File: src/rtl/seq_mem_reader.sv
// Read-side sequencer for the sample buffer: walks addresses 0..last_addr through a
// synchronous RAM read port onto a valid/ready stream. Optional READ_DESCEND_EN adds descending walks.
module seq_mem_reader #(
    parameter int DW = 8,
    parameter int AW = 6
) (
    input  logic          clk,
    input  logic          reset,
    input  logic          start,
    input  logic [AW-1:0] last_addr,
`ifdef READ_DESCEND_EN
    input  logic          descend,
`endif
    output logic          rd_en,
    output logic [AW-1:0] rd_addr,
    input  logic [DW-1:0] rd_data,
    output logic [DW-1:0] out_data,
    output logic          out_valid,
    input  logic          out_ready,
    output logic          out_last,
    output logic          busy,
    output logic          done
);

    typedef enum logic [2:0] {
        S_IDLE,
        S_FETCH,
        S_WAIT,
        S_PRESENT,
        S_DONE
    } state_t;

    state_t        state_q, state_d;
    logic [AW-1:0] addr_q, addr_d;
    logic [AW-1:0] limit_q, limit_d;
    logic [DW-1:0] out_data_q, out_data_d;
    logic          out_last_q, out_last_d;
    logic          desc_q, desc_d;
    logic          desc_in;

`ifdef READ_DESCEND_EN
    assign desc_in = descend;
`else
    assign desc_in = 1'b0;
`endif

    always_ff @(posedge clk) begin
        if (reset) begin
            state_q    <= S_IDLE;
            addr_q     <= '0;
            limit_q    <= '0;
            out_data_q <= '0;
            out_last_q <= 1'b0;
            desc_q     <= 1'b0;
        end else begin
            state_q    <= state_d;
            addr_q     <= addr_d;
            limit_q    <= limit_d;
            out_data_q <= out_data_d;
            out_last_q <= out_last_d;
            desc_q     <= desc_d;
        end
    end

    always_comb begin
        state_d    = state_q;
        addr_d     = addr_q;
        limit_d    = limit_q;
        out_data_d = out_data_q;
        out_last_d = out_last_q;
        desc_d     = desc_q;
        unique case (state_q)
            S_IDLE: begin
                if (start) begin
                    limit_d = last_addr;
                    desc_d  = desc_in;
                    addr_d  = desc_in ? last_addr : '0;
                    state_d = S_FETCH;
                end
            end
            S_FETCH: state_d = S_WAIT;
            S_WAIT: begin
                out_data_d = rd_data;
                out_last_d = desc_q ? (addr_q == '0) : (addr_q == limit_q);
                state_d    = S_PRESENT;
            end
            S_PRESENT: begin
                if (out_ready) begin
                    if (out_last_q) begin
                        state_d = S_DONE;
                    end else begin
                        addr_d  = desc_q ? (addr_q - AW'(1)) : (addr_q + AW'(1));
                        state_d = S_FETCH;
                    end
                end
            end
            S_DONE:  state_d = S_IDLE;
            default: state_d = S_IDLE;
        endcase
    end

    // addr_q only moves on entry to FETCH, so it doubles as the held read address.
    assign rd_en     = (state_q == S_FETCH);
    assign rd_addr   = addr_q;
    assign out_data  = out_data_q;
    assign out_valid = (state_q == S_PRESENT);
    assign out_last  = out_last_q && (state_q == S_PRESENT);
    assign busy      = (state_q != S_IDLE);
    assign done      = (state_q == S_DONE);

endmodule

File: config.mk
export PLATFORM = sky130hd
export DESIGN_NAME = seq_mem_reader
export DESIGN_NICKNAME = d
export VERILOG_FILES = /design/src/rtl/seq_mem_reader.sv
export SDC_FILE = /design/constraint.sdc
export NUM_CORES = 1
export LEC_CHECK = 0
export ABC_AREA = 1
export BUFFER_PORTS_ARGS = -buffer_cell sky130_fd_sc_hd__buf_4
export CORE_MARGIN = 2
export CORE_UTILIZATION = 48
export DETAILED_ROUTE_END_ITERATION = 8
export PLACE_DENSITY = 0.76
export REMOVE_ABC_BUFFERS = 1
export SYNTH_ARGS = -nofsm -noshare
export SYNTH_HDL_FRONTEND = slang
export SYNTH_SLANG_ARGS = --single-unit
File: constraint.sdc
create_clock -name clk -period 1.55 [get_ports clk]
set_input_delay 0.0775 -clock clk [delete_from_list [all_inputs] [get_ports clk]]
set_output_delay 0.0775 -clock clk [all_outputs]
set_load 0.05 [all_outputs]
Word-level counts from Yosys, hierarchy flattened. Index checks and enable logic that the tools add are counted.

Bits in latches: 0. ROM bits: 0. RAM bits: 0. Word-level logic and storage cells: 29. Bits in registers: 24. Output and inout bits: 19. Memories kept: 0. Bits of input ports: 18.

$mul: 0. Equality and inequality tests: 8. Divide/modulo/power cells: 0. $lt $le $gt $ge: 0. Add/subtract/negate cells: 1. Multiplexer cells: 8. Shifts and indexed selects: 0. Bitwise gates (word level): 0. Reductions and logical operators: 7.

Operators by type and width (count): 2-to-1 mux 6 bit (3); case mux 3 bit (4 select lines) (1); case mux 6 bit (2 select lines) (1); 2-to-1 mux 3 bit (3); adder 6 x 1 -> 6 bit (second input constant) (1); equality test 3 x 2 -> 1 bit (second input constant) (2); equality test 6 bit (1); inequality test 2 bit (second input constant) (2); AND reduction 2 bit (2); AND reduction 4 bit (1); equality test 3 x 1 -> 1 bit (second input constant) (1); equality test 3 bit (second input constant) (1); zero test 3 bit (1); nonzero test 3 bit (1); inequality test 2 x 1 -> 1 bit (second input constant) (1); nonzero test 2 bit (1); logical AND 1 bit (1).

Logic depth before layout (Yosys ltp).
Depth in word-level cells: 4. Gate-level depth with buffers: 8. Gate-level depth less buffers: 8.

Least setup slack after synthesis. Ideal clock, no wire load.

Path type: flip-flop to output port. Start: reg state_q[2]. End: out done. Arrival: 1659 ps. Stages on the path, launching flop included: 3. Setup slack: -187 ps. Path buffers: 0. Required time: 1472 ps. Cell sequence: dfxtp_1 > inv_2 > nor3_1.

Cells in the longest elaborated chain, start to end: 1.

RTL lines: start, declared (RTL line 33) `state_t state_q, state_d;`; start signal, assigned (RTL line 56) `state_q <= state_d;`; equality test 3 bit (RTL line 109) `assign done = (state_q == S_DONE);`; end, declared (RTL line 22) `output logic done`.

Every way passes these cells.

Worst setup path after layout.
Start: reg state_q[1]. End: out out_last.

Cells in the longest elaborated chain, start to end: 2.

RTL lines: equality test 3 x 2 -> 1 bit (RTL line 107) `assign out_last = out_last_q && (state_q == S_PRESENT);`; logical AND 1 bit (RTL line 107); end, declared (RTL line 20) `output logic out_last,`.

Every way passes these cells.

==> run summary <==
Critical path's slowest cell: dfxtp_1
#FFs+latches synth: 24
HPWL Detailed: 1890 um
Final ANT Viol Nets: 0
Initial DRC Count: 29
Max-Cap Viols: 0
Via count: 1170
Synth Cell Area: 1170 sq um
Area Growth Syn to Fin: 36.5%
Worst-path fanout max: 8
Slew Viols, Final: 0
Final hold violations: 0
Ant diodes: 0
CTS sink count: 24
GR Util All Layers: 0.215
Switching share of power: 0.406
Core ar.: 2250 sq um
Cts bufs inserted: 3
CP startpoint kind: flop
First-pass GRT wire length: 4420 um
Worst hold slack: 0.0397 ns
Die Span X: 53.3 um
Initial antenna violation count: 0
Synth area leader: dfxtp_1
Final period utilization: 0.952
CP Capture Type: primary output
Gate power share: 0.402
Seq pwr share: 0.423
Post-Route Setup TNS: 0 ns
Mapped Cells: 160
Clk pwr share: 0.175
Share of the synthesized area in the top cell type: 0.411
DRT Wirelength: 2690 um
Static Leak: 0.000766 uW
PD cells: 1170 nW/um^2
Worst slew pin tran: 0.394 ns
Layout cell share with drive strength beyond 1: 0.295
GR Layer Usage met1: 0.247
Synth warn: 0
Min-delay worst type: in -> reg
Gpl congestion: 0.778
Crit-path cells: nand2_2 -> nor2_8 -> nand2_4 -> inv_1 -> buf_4
Met2 Track Usage GR: 0.389
Slew HR: 0.737
Net count, final: 227
Core Util, Final: 0.708
Required @ worst endpoint: 1.47 ns
Internal Dissipation: 1110 uW
Via-to-Cell Ratio: 4.98
Starting Density: 0.518
DRC Markers: 0
CTS Buffer Depth: 2
Grt total ovfl: 0
Seq/Total Area, Yosys: 0.411
Status: complete, no violations
GR Util met3: 0.0367
RSZ-0062 raised after global routing: no
Switching power: 758 uW
Avg WL per Cell: 11.4 um
Delay-heaviest family, CP: flip-flops
CP bufs+invs: 2
Drt first pass iters: 4
CP Class: reg -> out
Die height: 53.3 um
Clk root buf: clkbuf_4
Unique masters post-synth: 24
Port buffer count: 36
Die area: 2850 sq um
Clk slew on worst S/H paths: 0.13 ns
# IOs: 37
Final Critical Period: 1.47 ns
Peak VDD IR: 0.828 mV
Synth top area cells: dfxtp_1 41%, nand2_1 9.3%, nor2_1 9.3%
GR peak layer: met2
FP Rows: 17
Clock H-tree levels: 1
Arrival time worst endpoint: 1.40 ns
Final Skew: 0.00474 ns
Final setup fails: 0
Clock latency on the worst-skew pair: 0.31 ns
Fmax: 678 MHz
CTS tree: built
Syn_area_per_cell: 7.30 sq um
Critical Path Max Stage Delay: 0.47 ns
Largest net degree at the start of global routing: 19
Vias in the first global route: 1058
power by group through the flow:
stage	Sequential, uW	Clock [uW]	Combinational (uW)
floorplan	965	0	351
global route	801	358	808
global placement	798	0	715
finish	790	326	751
detailed placement	801	0	728
CTS	789	335	750
timing repair:
action                                  4_1_cts  5_1_grt
pin swaps                                     0        0
hold buffers                                  9        0
endpoints found under the setup margin        1        1
gates resized for setup                       1        1
hold endpoints to repair                     14        0
buffers inserted                              0        0
per-stage QoR:
stage | cell area (sq um) | std cells | setup WS, ns | power (uW)
after floorplan | 1150 | 157 | -0.187 | 1320
after global placement | 1470 | 222 | 0.238 | 1510
after detailed placement | 1470 | 222 | 0.193 | 1530
after CTS | 1590 | 235 | 0.0389 | 1870
after global routing | 1600 | 235 | 0.00493 | 1970
final | 1600 | 235 | 0.0752 | 1870
synth_stat cells, drive strengths merged:
| library cell | instances |
|---|---|
| o211ai | 1 |
| xnor2 | 5 |
| xor2 | 2 |
| nand2 | 35 |
| o21bai | 2 |
| buf | 3 |
| a31oi | 1 |
| nor3 | 3 |
| dfxtp | 24 |
| inv | 19 |
| ha | 1 |
| a21oi | 10 |
| nor2 | 32 |
| nand3 | 7 |
| o21ai | 15 |
cell usage in the layout, fill, tap and decap left out, types with 2 or more instances in the layout:
cell type	netlist	routed
o21bai_1	2	2
o21ai_1	5	5
nand2_2	3	3
dfxtp_1	24	22
dfxtp_2	0	2
clkbuf_4	0	3
nand3_1	6	6
nor3_1	2	2
a21oi_1	10	10
o21ai_0	10	10
inv_1	12	12
nand2_1	29	29
dlygate4sd3_1	0	9
xnor2_1	5	5
nor2_1	29	29
buf_4	0	37
inv_2	7	7
xor2_1	2	2
nand2_4	3	3
final timing paths:
check	startpoint	to	slack, ns	depth (start not counted)
worst max-delay path	state_q[1]	out_last	0.08	5
worst min-delay path	last_addr[0]	limit_q[0]	0.04	3
worst min register to register	limit_q[1]	limit_q[1]	0.47	2
worst max register to register	state_q[0]	limit_q[5]	0.22	4
flip-flops by register name, summed over array words and instances (netlist names):
signal      flops
out_last_q      1
out_data        8
state_q         3
rd_addr         6
limit_q         6
per-layer routing:
| layer | vias to the layer above | wire length, um |
|---|---|---|
| met5 | - | 0 |
| met4 | 0 | 25 |
| met3 | 4 | 108 |
| met2 | 31 | 1350 |
| met1 | 536 | 1200 |
| li1 | 599 | - |
worst min-delay path: stages:
cell,delay (ns)
buf_4,0.07
o21ai_0,0.07
a21oi_1,0.10
final cells by class:
type | instances | area [sq um]
fill | 197 | 659
multi-input combinational | 114 | 602
sequential | 24 | 483
timing repair buffer | 46 | 368
inverter | 19 | 71.3
clock buffer | 4 | 36.3
tap | 28 | 35.0
kinds of logic (layout without fill, tap and decap cells):
| logic type | count (synthesis) | in the layout | synth area share |
|---|---|---|---|
| AO/OA/AOI/OAI | 29 | 29 | 0.132 |
| buffers and inverters | 22 | 69 | 0.0739 |
| AND/OR/NAND/NOR | 77 | 77 | 0.320 |
| XOR/XNOR | 7 | 7 | 0.0525 |
| flip-flops | 24 | 24 | 0.411 |
| adder cells (fa/ha/maj) | 1 | 1 | 0.0107 |
Note: power is estimated with default switching activity, not from simulation.
